[config.mk]
export PLATFORM = sky130hd
export DESIGN_NAME = fetch_unit
export DESIGN_NICKNAME = d
export VERILOG_FILES = /design/src/rtl/fetch_unit.sv
export SDC_FILE = /design/constraint.sdc
export NUM_CORES = 1
export LEC_CHECK = 0
export ABC_AREA = 1
export BUFFER_PORTS_ARGS = -buffer_cell sky130_fd_sc_hd__buf_2
export CAP_MARGIN = 30
export CORE_MARGIN = 5
export CORE_UTILIZATION = 55
export DETAILED_ROUTE_END_ITERATION = 8
export GPL_TIMING_DRIVEN = 1
export HOLD_SLACK_MARGIN = 0.1
export PLACE_DENSITY = 0.86
export SLEW_MARGIN = 25
export SYNTH_ARGS = -nofsm -noshare
export SYNTH_HDL_FRONTEND = slang
export SYNTH_SLANG_ARGS = --single-unit
[constraint.sdc]
create_clock -name clk -period 7.6 [get_ports clk]
set_clock_uncertainty 0.15 [all_clocks]
set_input_delay 1.52 -clock clk [delete_from_list [all_inputs] [get_ports clk]]
set_output_delay 1.52 -clock clk [all_outputs]
set_load 0.02 [all_outputs]
[src/rtl/fetch_unit.sv]
// fetch_unit: instruction-fetch stage. Owns the fetch PC, keeps at most one imem request
//   outstanding and presents {pc, instr} to decode through a one-entry valid/ready register.
// Latency: id_valid rises the cycle after the imem response; 2 cycles/instr at 1-cycle imem latency.
// Backpressure: a request issues only if the output slot is empty or drains that cycle
//   (imem_req_valid is combinational on id_ready); imem responses are never stalled.
// Ports: clk, reset (async, active-high); redirect_valid/redirect_pc from execute;
//   imem_req_valid/addr/ready and imem_rsp_valid/data to instruction memory;
//   id_valid/id_pc/id_instr/id_ready to decode; pc_out is the current fetch PC.
// Optional macro FETCH_MISALIGN_CHECK_EN: adds output fetch_misaligned and state S_FAULT that
//   parks fetch on a misaligned redirect target; without it redirect_pc[1:0] is forced to 0.
module fetch_unit #(
  parameter logic [31:0] RESET_PC = 32'h0000_0000
) (
  input  logic        clk,
  input  logic        reset,
  input  logic        redirect_valid,
  input  logic [31:0] redirect_pc,
  output logic        imem_req_valid,
  output logic [31:0] imem_req_addr,
  input  logic        imem_req_ready,
  input  logic        imem_rsp_valid,
  input  logic [31:0] imem_rsp_data,
  output logic        id_valid,
  output logic [31:0] id_pc,
  output logic [31:0] id_instr,
  input  logic        id_ready,
  output logic [31:0] pc_out
`ifdef FETCH_MISALIGN_CHECK_EN
  ,
  output logic        fetch_misaligned
`endif
);

`ifdef FETCH_MISALIGN_CHECK_EN
  typedef enum logic [2:0] {S_IDLE, S_REQ, S_WAIT, S_DROP, S_FAULT} state_t;
`else
  typedef enum logic [1:0] {S_IDLE, S_REQ, S_WAIT, S_DROP} state_t;
`endif

  state_t      state;
  state_t      state_nxt;
  logic [31:0] req_pc;        // PC of the request currently outstanding
  logic        redir;         // redirect honoured this cycle (ignored while in S_IDLE)
  logic        req_fire;
  logic        rsp_load;      // response lands in the output slot
  logic [31:0] redir_target;

  assign redir         = redirect_valid && (state != S_IDLE);
  assign req_fire      = imem_req_valid && imem_req_ready;
  assign imem_req_addr = pc_out;

`ifdef FETCH_MISALIGN_CHECK_EN
  logic misaligned;
  logic rsp_owed;       // S_FAULT only: imem still owes a response that must be dropped
  logic rsp_owed_nxt;
  logic owed_now;       // a response is still owed after this cycle

  assign misaligned   = redir && (redirect_pc[1:0] != 2'b00);
  assign redir_target = redirect_pc;
  assign owed_now     = !imem_rsp_valid &&
                        ((state == S_WAIT) || (state == S_DROP) || ((state == S_FAULT) && rsp_owed));
`else
  assign redir_target = redirect_pc & ~32'h0000_0003;
`endif

  // State register
  always_ff @(posedge clk or posedge reset) begin
    if (reset) begin
      state <= S_IDLE;
`ifdef FETCH_MISALIGN_CHECK_EN
      rsp_owed <= 1'b0;
`endif
    end else begin
      state <= state_nxt;
`ifdef FETCH_MISALIGN_CHECK_EN
      rsp_owed <= rsp_owed_nxt;
`endif
    end
  end

  // Next state and request/load strobes
  always_comb begin
    state_nxt      = state;
    imem_req_valid = 1'b0;
    rsp_load       = 1'b0;
`ifdef FETCH_MISALIGN_CHECK_EN
    rsp_owed_nxt   = rsp_owed;
`endif
    case (state)
      S_IDLE: state_nxt = S_REQ;
      S_REQ: begin
        // Never request into a slot that will still be occupied next cycle.
        imem_req_valid = !redirect_valid && (!id_valid || id_ready);
        if (!redirect_valid && (!id_valid || id_ready) && imem_req_ready)
          state_nxt = S_WAIT;
      end
      S_WAIT: begin
        if (imem_rsp_valid) begin
          rsp_load  = !redirect_valid;  // a same-cycle redirect kills this response
          state_nxt = S_REQ;
        end else if (redirect_valid) begin
          state_nxt = S_DROP;
        end
      end
      S_DROP: begin
        if (imem_rsp_valid)
          state_nxt = S_REQ;
      end
`ifdef FETCH_MISALIGN_CHECK_EN
      S_FAULT: begin
        if (imem_rsp_valid)
          rsp_owed_nxt = 1'b0;
      end
`endif
      default: state_nxt = S_IDLE;
    endcase
`ifdef FETCH_MISALIGN_CHECK_EN
    if (misaligned) begin
      state_nxt    = S_FAULT;
      rsp_owed_nxt = owed_now;
    end else if (redir && (state == S_FAULT)) begin
      state_nxt    = owed_now ? S_DROP : S_REQ;
      rsp_owed_nxt = 1'b0;
    end
`endif
  end

  // Fetch PC, outstanding-request PC and decode output register
  always_ff @(posedge clk or posedge reset) begin
    if (reset) begin
      pc_out   <= RESET_PC;
      req_pc   <= 32'h0;
      id_valid <= 1'b0;
      id_pc    <= 32'h0;
      id_instr <= 32'h0;
    end else begin
      if (redir) begin
        pc_out <= redir_target;
      end else if (req_fire) begin
        req_pc <= pc_out;
        pc_out <= pc_out + 32'd4;
      end

      if (redir) begin
        id_valid <= 1'b0;
      end else if (rsp_load) begin
        id_valid <= 1'b1;
        id_pc    <= req_pc;
        id_instr <= imem_rsp_data;
      end else if (id_ready) begin
        id_valid <= 1'b0;
      end
    end
  end

`ifdef FETCH_MISALIGN_CHECK_EN
  always_ff @(posedge clk or posedge reset) begin
    if (reset)
      fetch_misaligned <= 1'b0;
    else if (misaligned)
      fetch_misaligned <= 1'b1;
    else if (redir)
      fetch_misaligned <= 1'b0;
  end
`endif

endmodule

## Word level (Yosys, flattened, before mapping)

Cells that the tools add are included.

- Bits in registers: 131
- Bits of input ports: 70
- Output and inout port bits: 130
- Word-level logic and storage cells: 41

- Add/subtract/negate cells: 1
- Eq/ne operators: 6
- Mux-type cells: 13
- Bitwise gates (word level): 1
- Reduce and logical (&&, ||, !) cells: 14

Operator list:

| operator | number |
|---|---|
| 2-to-1 mux 32 bit | 2 |
| adder 32 x 3 -> 32 bit, second input constant | 1 |
| 2-to-1 mux 2 bit | 4 |
| case mux 2 bit (4 select lines) | 1 |
| 2-to-1 mux 1 bit | 6 |
| equality test 2 bit, second input constant | 2 |
| logical AND 1 bit | 4 |
| inequality test 2 bit, second input constant | 2 |
| AND reduction 2 bit | 2 |
| nonzero test 2 bit | 2 |
| inequality test 3 bit, second input constant | 1 |
| AND reduction 3 bit | 1 |
| nonzero test 3 bit | 1 |
| equality test 2 x 1 -> 1 bit, second input constant | 1 |
| zero test 1 bit | 2 |
| zero test 2 bit | 1 |
| logical OR 1 bit | 1 |
| inverter 1 bit | 1 |

## Longest topological paths before layout

Gate-level depths: netlist of the first run.

- Depth after elaboration: 7
- Depth in mapped cells: 10
- Mapped depth without buffers: 10

## Least setup slack after synthesis of the first run

No wires, ideal clock.

- Kind: in2out
- Start: in id_ready
- End: out imem_req_valid
- Arrival time: 2048 ps
- Slack: 3882 ps
- Stages: 4
- Path buffers: 0
- Cell sequence: inv_1 a21oi_2 inv_1 nor2_1

- Longest elaborated chain between the ends: 3

Ends and longest elaborated chain:

| element | line | source |
|---|---|---|
| start: declaration | 26 | `input logic id_ready,` |
| logical OR 1 bit | 93 | `imem_req_valid = !redirect_valid && (!id_valid \|\| id_ready);` |
| logical AND 1 bit | 93 |  |
| 2-to-1 mux 1 bit | 89 | `case (state)` |
| end: declaration | 18 | `output logic imem_req_valid,` |

No other way between the ends.

## Worst setup path after layout of the first run

Same ends and word-level chain as after synthesis.

==> results of run 1 <==
-- logic make-up after synthesis --
family                     share of synthesized area [%]
DFF                                                 51.1
other                                             0.0613
buffers and inverters                               10.3
adders and majority gates                           1.02
and+or+nand+nor                                     18.5
AOI/OAI and AO/OA                                   5.72
xor gates and xnor gates                            2.00
muxes                                               11.2
-- synth_stat cells --
cell type / n / area (sq um)
nand2_1: 186 / 698
ha_1: 5 / 62.6
a31oi_1: 1 / 6.26
nand3_1: 24 / 120
inv_1: 65 / 244
clkbuf_1: 5 / 18.8
nand3_2: 1 / 10.0
a21oi_2: 1 / 8.76
o21ai_1: 2 / 10.0
nor2_4: 7 / 78.8
o211ai_1: 7 / 52.6
nor2_2: 4 / 25.0
a21oi_1: 2 / 10.0
nor2_1: 33 / 124
mux2_1: 7 / 78.8
o21ai_0: 51 / 255
dfrtp_1: 125 / 3130
mux2_2: 54 / 608
nand2_2: 6 / 37.5
inv_2: 2 / 7.51
and2_1: 3 / 18.8
xor2_1: 12 / 105
xnor2_1: 2 / 17.5
conb_1: 1 / 3.75
o21a_1: 1 / 7.51
nand2_4: 2 / 22.5
buf_4: 40 / 300
buf_2: 12 / 60.1
-- worst min-delay path, cell delays in order, from the launching register on --
cell     delay [ns]
dfrtp_1        0.34
nand2_1        0.05
nand2_1        0.05
-- flip-flops by register name (all words and copies together) (netlist names) --
signal         flops
state              2
req_pc            30
id_instr          32
imem_req_addr     30
id_valid           1
id_pc             30
-- report_power, final --
part	switching [mW]	total (mW)	internal [mW]
Clock	0.298	0.807	0.510
Combinational	0.920	1.42	0.498
Sequential	0.259	1.23	0.968
Total	1.48	3.45	1.98
-- area by class of cell --
type	instances	area, sq um
multi-input combinational	417	2380
fill	799	3340
sequential	125	3130
clock inverter	13	165
clock buffer	19	432
tap	140	175
timing repair buffer	196	1010
inverter	67	254
-- per-layer routing --
layer / vias to the layer above / GRT usage [%] / routed length [um]
met1: 2354 / 31.2 / 6520
met5: - / 0 / 0
li1: 2374 / - / -
met4: 0 / 8.37 / 301
met3: 25 / 5.27 / 1200
met2: 233 / 38.9 / 7310
-- worst max-delay path by stage --
stage | endpoint | from | slack [ns]
global route | imem_req_valid | id_ready | 3.71
floorplan | id_instr[0] | reset | 2.60
detailed placement | imem_req_valid | id_ready | 3.77
finish | imem_req_valid | id_ready | 3.78
CTS | imem_req_valid | id_ready | 3.77
global placement | imem_req_valid | id_ready | 3.80
==> flow_summary.json, run 1 <==
{
  "layout_commonest_cell": "buf_2",
  "finalWorstSetupSlack_ns": 3.78,
  "hold_buffers": 0,
  "reg2reg_slack_ns": 5.08,
  "mostFrequentLayoutCells": "buf_2 (191), nand2_1 (186), dfrtp_1 (125)",
  "critical_path.slowest_cell": "a21oi_2",
  "yosysWarnings": 0,
  "finalSetupViolCount": 0,
  "power.total_mw": 3.45,
  "reg2reg_depth": 8,
  "path_buf_inv": 4,
  "place.gp.congestion": 0.878,
  "syn_avg_cell_area_sq_um": 9.26,
  "grt_pass1_wl_um": 24600,
  "clock_latency_ns": 0.52,
  "fin_tns_setup_ns": 0,
  "maxCapViolations": 0,
  "grt_pass1_vias": 4984,
  "synthCells": 661,
  "startpoint_type": "primary input",
  "syn-cell-area_sq_mm": 0.00612,
  "endpoint_kind": "primary output",
  "cts_tree": "yes",
  "grt_overflow": 0,
  "fin_nets": 899,
  "clkSinkCount": 125,
  "max-clock-path-buffers": 2,
  "dieHeight_um": 115,
  "post_cts_buffers": 0,
  "final_cells": 977,
  "whs_ns": 0.328,
  "track_usage_pct": 23.7,
  "root_buffer": "clkbuf_8",
  "ys_ff_latch": 125,
  "hold_path_end": "req_pc[4]",
  "worstPathRequired_ns": 5.93,
  "maxSlewHeadroom_pct": 55.6,
  "leakage_nw": 4.03,
  "initial_core_util_pct": 56.2,
  "hold_path.class": "flop to flop",
  "worstPathCellList": "buf_2 > inv_1 > a21oi_2 > inv_1 > nor2_1 > buf_2",
  "placed_cells": 945,
  "drive_gt1_share_pct": 36.6,
  "drc": 0,
  "cts_resized": 0,
  "clkTransAtPathRegs_ns": 0.06,
  "routed_via_density": 5.10,
  "first_pass_iters": 5,
  "num_antenna_cells": 0,
  "synth_cell_type_count": 28,
  "fin_crit_ns": 3.82,
  "report.final.slew_viol_count": 0,
  "cts-buffers-inserted": 17,
  "path_delay_family": "buffers and inverters",
  "htreeDepth": 4,
  "area_delta_synth_final_pct": 23.4,
  "fin_area_sq_mm": 0.00755,
  "grt_setup_unrepaired": "no",
  "final_core_util_pct": 69.3,
  "port_buffers": 191,
  "rows": 38,
  "power.density_mw_per_mm2": 457,
  "r2r-start": "state[1]",
  "path_class": "primary input to primary output",
  "worstHoldStart": "req_pc[4]",
  "finalHoldViolCount": 0,
  "r2r-end": "imem_req_addr[7]",
  "coreArea_sq_mm": 0.0109,
  "pre_cts_ws_ns": 3.77,
  "grt_max_degree": 62,
  "max_stage_delay_ns": 0.18,
  "drtIter0Drc": 374,
  "timing.fmax_mhz": 262,
  "cp_max_fo": 3,
  "status": "finished clean",
  "wl_um": 15300,
  "via_count": 4986,
  "ant_nets": 0,
  "cp.arrival_ns": 2.15,
  "wl_per_cell_um": 15.7,
  "synth_seq_area_share_pct": 51.1,
  "peakVddDrop_mv": 0.222,
  "place_area_sq_mm": 0.00695,
  "finalCritPeriodShare_pct": 50.3,
  "fp.dieW_um": 115,
  "worstMarginPinSlew_ns": 0.663,
  "min_path_cells": 2,
  "hpwl_um": 11100,
  "ios": 200,
  "crit_cells": 6,
  "antenna_found_initial": 0,
  "dieArea_sq_mm": 0.0133
}
No activity file was read; power rests on OpenSTA's default activity.
==> inputs of run 2 (changes only) <==
--- a/config.mk
+++ b/config.mk
@@ -5,15 +5,15 @@
 export SDC_FILE = /design/constraint.sdc
 export NUM_CORES = 1
 export LEC_CHECK = 0
-export ABC_AREA = 1
+export ABC_AREA = 0
 export BUFFER_PORTS_ARGS = -buffer_cell sky130_fd_sc_hd__buf_2
 export CAP_MARGIN = 30
 export CORE_MARGIN = 5
-export CORE_UTILIZATION = 55
+export CORE_UTILIZATION = 45
 export DETAILED_ROUTE_END_ITERATION = 8
 export GPL_TIMING_DRIVEN = 1
 export HOLD_SLACK_MARGIN = 0.1
-export PLACE_DENSITY = 0.86
+export PLACE_DENSITY = 0.76
 export SLEW_MARGIN = 25
 export SYNTH_ARGS = -nofsm -noshare
 export SYNTH_HDL_FRONTEND = slang
==> constraint.sdc (replaced) <==
create_clock -name clk -period 3.17 [get_ports clk]
set_clock_uncertainty 0.15 [all_clocks]
set_input_delay 0.634 -clock clk [delete_from_list [all_inputs] [get_ports clk]]
set_output_delay 0.634 -clock clk [all_outputs]
set_load 0.02 [all_outputs]
==> flow_summary.json, run 2 <==
{
  "status": "finished clean",
  "mostFrequentLayoutCells": "buf_2 (191), dfrtp_1 (125), nand2_1 (119)",
  "drc": 0,
  "seq_power_share_pct": 38.0,
  "yosys-top-cells-count": "dfrtp_1 (125), nand2_1 (120), mux2_2 (62)",
  "ys_ff_latch": 125,
  "netlist.area_leader.share_pct": 54.4,
  "yosys_most_used_dff": "dfrtp_1",
  "finalWorstSetupSlack_ns": 0.804,
  "grt_pass1_vias": 4626,
  "report.final.slew_viol_count": 0,
  "path_delay_family": "simple AND/OR/NAND/NOR gates",
  "clock_latency_ns": 0.41,
  "grt_pass1_wl_um": 23300,
  "synth_seq_area_share_pct": 54.4,
  "path_class": "flop to flop",
  "yosys-top-cells-area": "dfrtp_1 (54%), mux2_2 (12%), nand2_1 (7.8%)",
  "max_stage_delay_ns": 0.47,
  "critPathLaunch": "state[1]",
  "syn_avg_cell_area_sq_um": 10.7,
  "reg2reg_slack_ns": 0.80,
  "synth_edf_count": 0,
  "grt_max_degree": 67,
  "coreArea_sq_mm": 0.0126,
  "synth_cell_type_count": 49,
  "r2r-end": "imem_req_addr[21]",
  "largest_reg_flops": 32,
  "synth_top_cell_by_area": "dfrtp_1",
  "p_sw_share_pct": 40.8,
  "cp_max_fo": 17,
  "htreeDepth": 4,
  "startpoint_type": "flop",
  "dieArea_sq_mm": 0.0151,
  "yosysWarnings": 0,
  "track_usage_pct": 20.1,
  "endpoint_kind": "flop",
  "ios": 200,
  "clkPwrFrac_pct": 23.9,
  "peakVddDrop_mv": 0.457,
  "leakage_nw": 3.84,
  "worstPathRequired_ns": 3.36,
  "worstMarginPinSlew_ns": 0.704,
  "ant_nets": 0,
  "fin_crit_ns": 2.37,
  "timing.fmax_mhz": 423,
  "max-clock-path-buffers": 2,
  "post_cts_buffers": 0,
  "fin_nets": 776,
  "crit_cells": 7,
  "r2r-start": "state[1]",
  "via_count": 4588,
  "largest_register": "id_instr",
  "cts-buffers-inserted": 17,
  "placed_cells": 854,
  "wl_um": 14900,
  "maxCapViolations": 0,
  "cts_tree": "yes",
  "final_core_util_pct": 57.8,
  "synthCells": 537,
  "critical_path.slowest_cell": "and3_2",
  "finalHoldViolCount": 0,
  "fillCellCount": 1058,
  "wl_per_cell_um": 16.9,
  "antenna_found_initial": 0,
  "finalSetupViolCount": 0,
  "pre_cts_ws_ns": 0.631,
  "hold_buffers": 0,
  "fin_tns_setup_ns": 0,
  "drive_gt1_share_pct": 42.6,
  "port_buffers": 191,
  "place.gp.congestion": 0.815,
  "reg2reg_depth": 7,
  "fp.dieW_um": 123,
  "rows": 41,
  "layout_commonest_cell": "buf_2",
  "finalCritPeriodShare_pct": 74.7,
  "hold_path.class": "primary input to asynchronous set/reset pin",
  "intPower_mw": 4.61,
  "first_pass_iters": 4,
  "grt_setup_unrepaired": "no",
  "syn-cell-area_sq_mm": 0.00575,
  "final_cells": 884,
  "combPwrFrac_pct": 38.1,
  "initial_core_util_pct": 45.8,
  "root_buffer": "clkbuf_16",
  "cp.arrival_ns": 2.55,
  "synth_most_common_cell": "dfrtp_1",
  "p_switching_mw": 3.18,
  "worstPathCellList": "inv_1 > ha_1 > and3_2 > buf_4 > nand3_2 > or3_1 > nand3_1",
  "grt_overflow": 0,
  "routed_via_density": 5.19,
  "drtIter0Drc": 206,
  "maxSlewHeadroom_pct": 52.9,
  "power.density_mw_per_mm2": 1070,
  "path_buf_inv": 2,
  "dieHeight_um": 123,
  "num_antenna_cells": 0,
  "synthArstFlopShare_pct": 100,
  "hpwl_um": 10800,
  "area_delta_synth_final_pct": 26.3,
  "clkTransAtPathRegs_ns": 0.06,
  "clkSinkCount": 125,
  "cts_resized": 0
}
[run 2: changes by cell type after synthesis, sizes merged, moves of 11 or more]
| cell | change |
|---|---|
| inv | -59 |
| o21ai | -34 |
| nor2 | -26 |
| nand4 | +11 |
| xor2 | -11 |
| nand2 | -73 |
[run 2: cells by family after synthesis]
family / count (synthesis) / share of synthesized area (%)
and+or+nand+nor: 199 / 16.1
DFF: 125 / 54.4
AOI/OAI and AO/OA: 72 / 8.63
buffers and inverters: 70 / 7.16
muxes: 64 / 12.5
adders and majority gates: 5 / 1.09
other: 1 / 0.0652
xor gates and xnor gates: 1 / 0.152
[run 2: metal layers]
metal | share of wire, % | GRT usage, %
met5 | 0 | 0
met4 | 1.8 | 7.61
met3 | 8.2 | 5.72
met2 | 49 | 34.2
met1 | 41 | 24.3
[run 2: how the worst max path moves through the flow]
stage	endpoint	slack, ns
3_5_place_dp	imem_req_addr[21]	0.63
6_report	imem_req_addr[21]	0.80
3_3_place_gp	imem_req_addr[21]	0.67
4_1_cts	imem_req_addr[21]	0.80
2_1_floorplan	id_instr[0]	0.85
5_1_grt	imem_req_addr[19]	0.59
[run 2: power by group through the flow]
stage / logic (mW) / clock network [mW] / registers, mW
finish: 2.97 / 1.87 / 2.96
global route: 3.22 / 1.98 / 3.08
CTS: 3.01 / 1.90 / 2.96
detailed placement: 2.99 / 0 / 2.99
global placement: 2.93 / 0 / 2.92
floorplan: 1.58 / 0 / 3.43
[run 2: layout make-up]
type	count	area [sq um]	area share [%]
sequential	125	3130	43.1
multi-input combinational	347	2240	30.9
timing repair buffer	202	1080	14.8
clock buffer	23	478	6.58
tap	172	215	2.96
clock inverter	7	88.8	1.22
inverter	8	33.8	0.465
[run 2: through the flow]
step                hold WS (ns)  cell area, sq um  total power [mW]
floorplan                  0.292              5780              5.01
global placement           0.305              6700              5.85
detailed placement         0.309              6700              5.98
CTS                        0.191              7260              7.87
global route               0.230              7260              8.28
finish                     0.182              7260              7.79
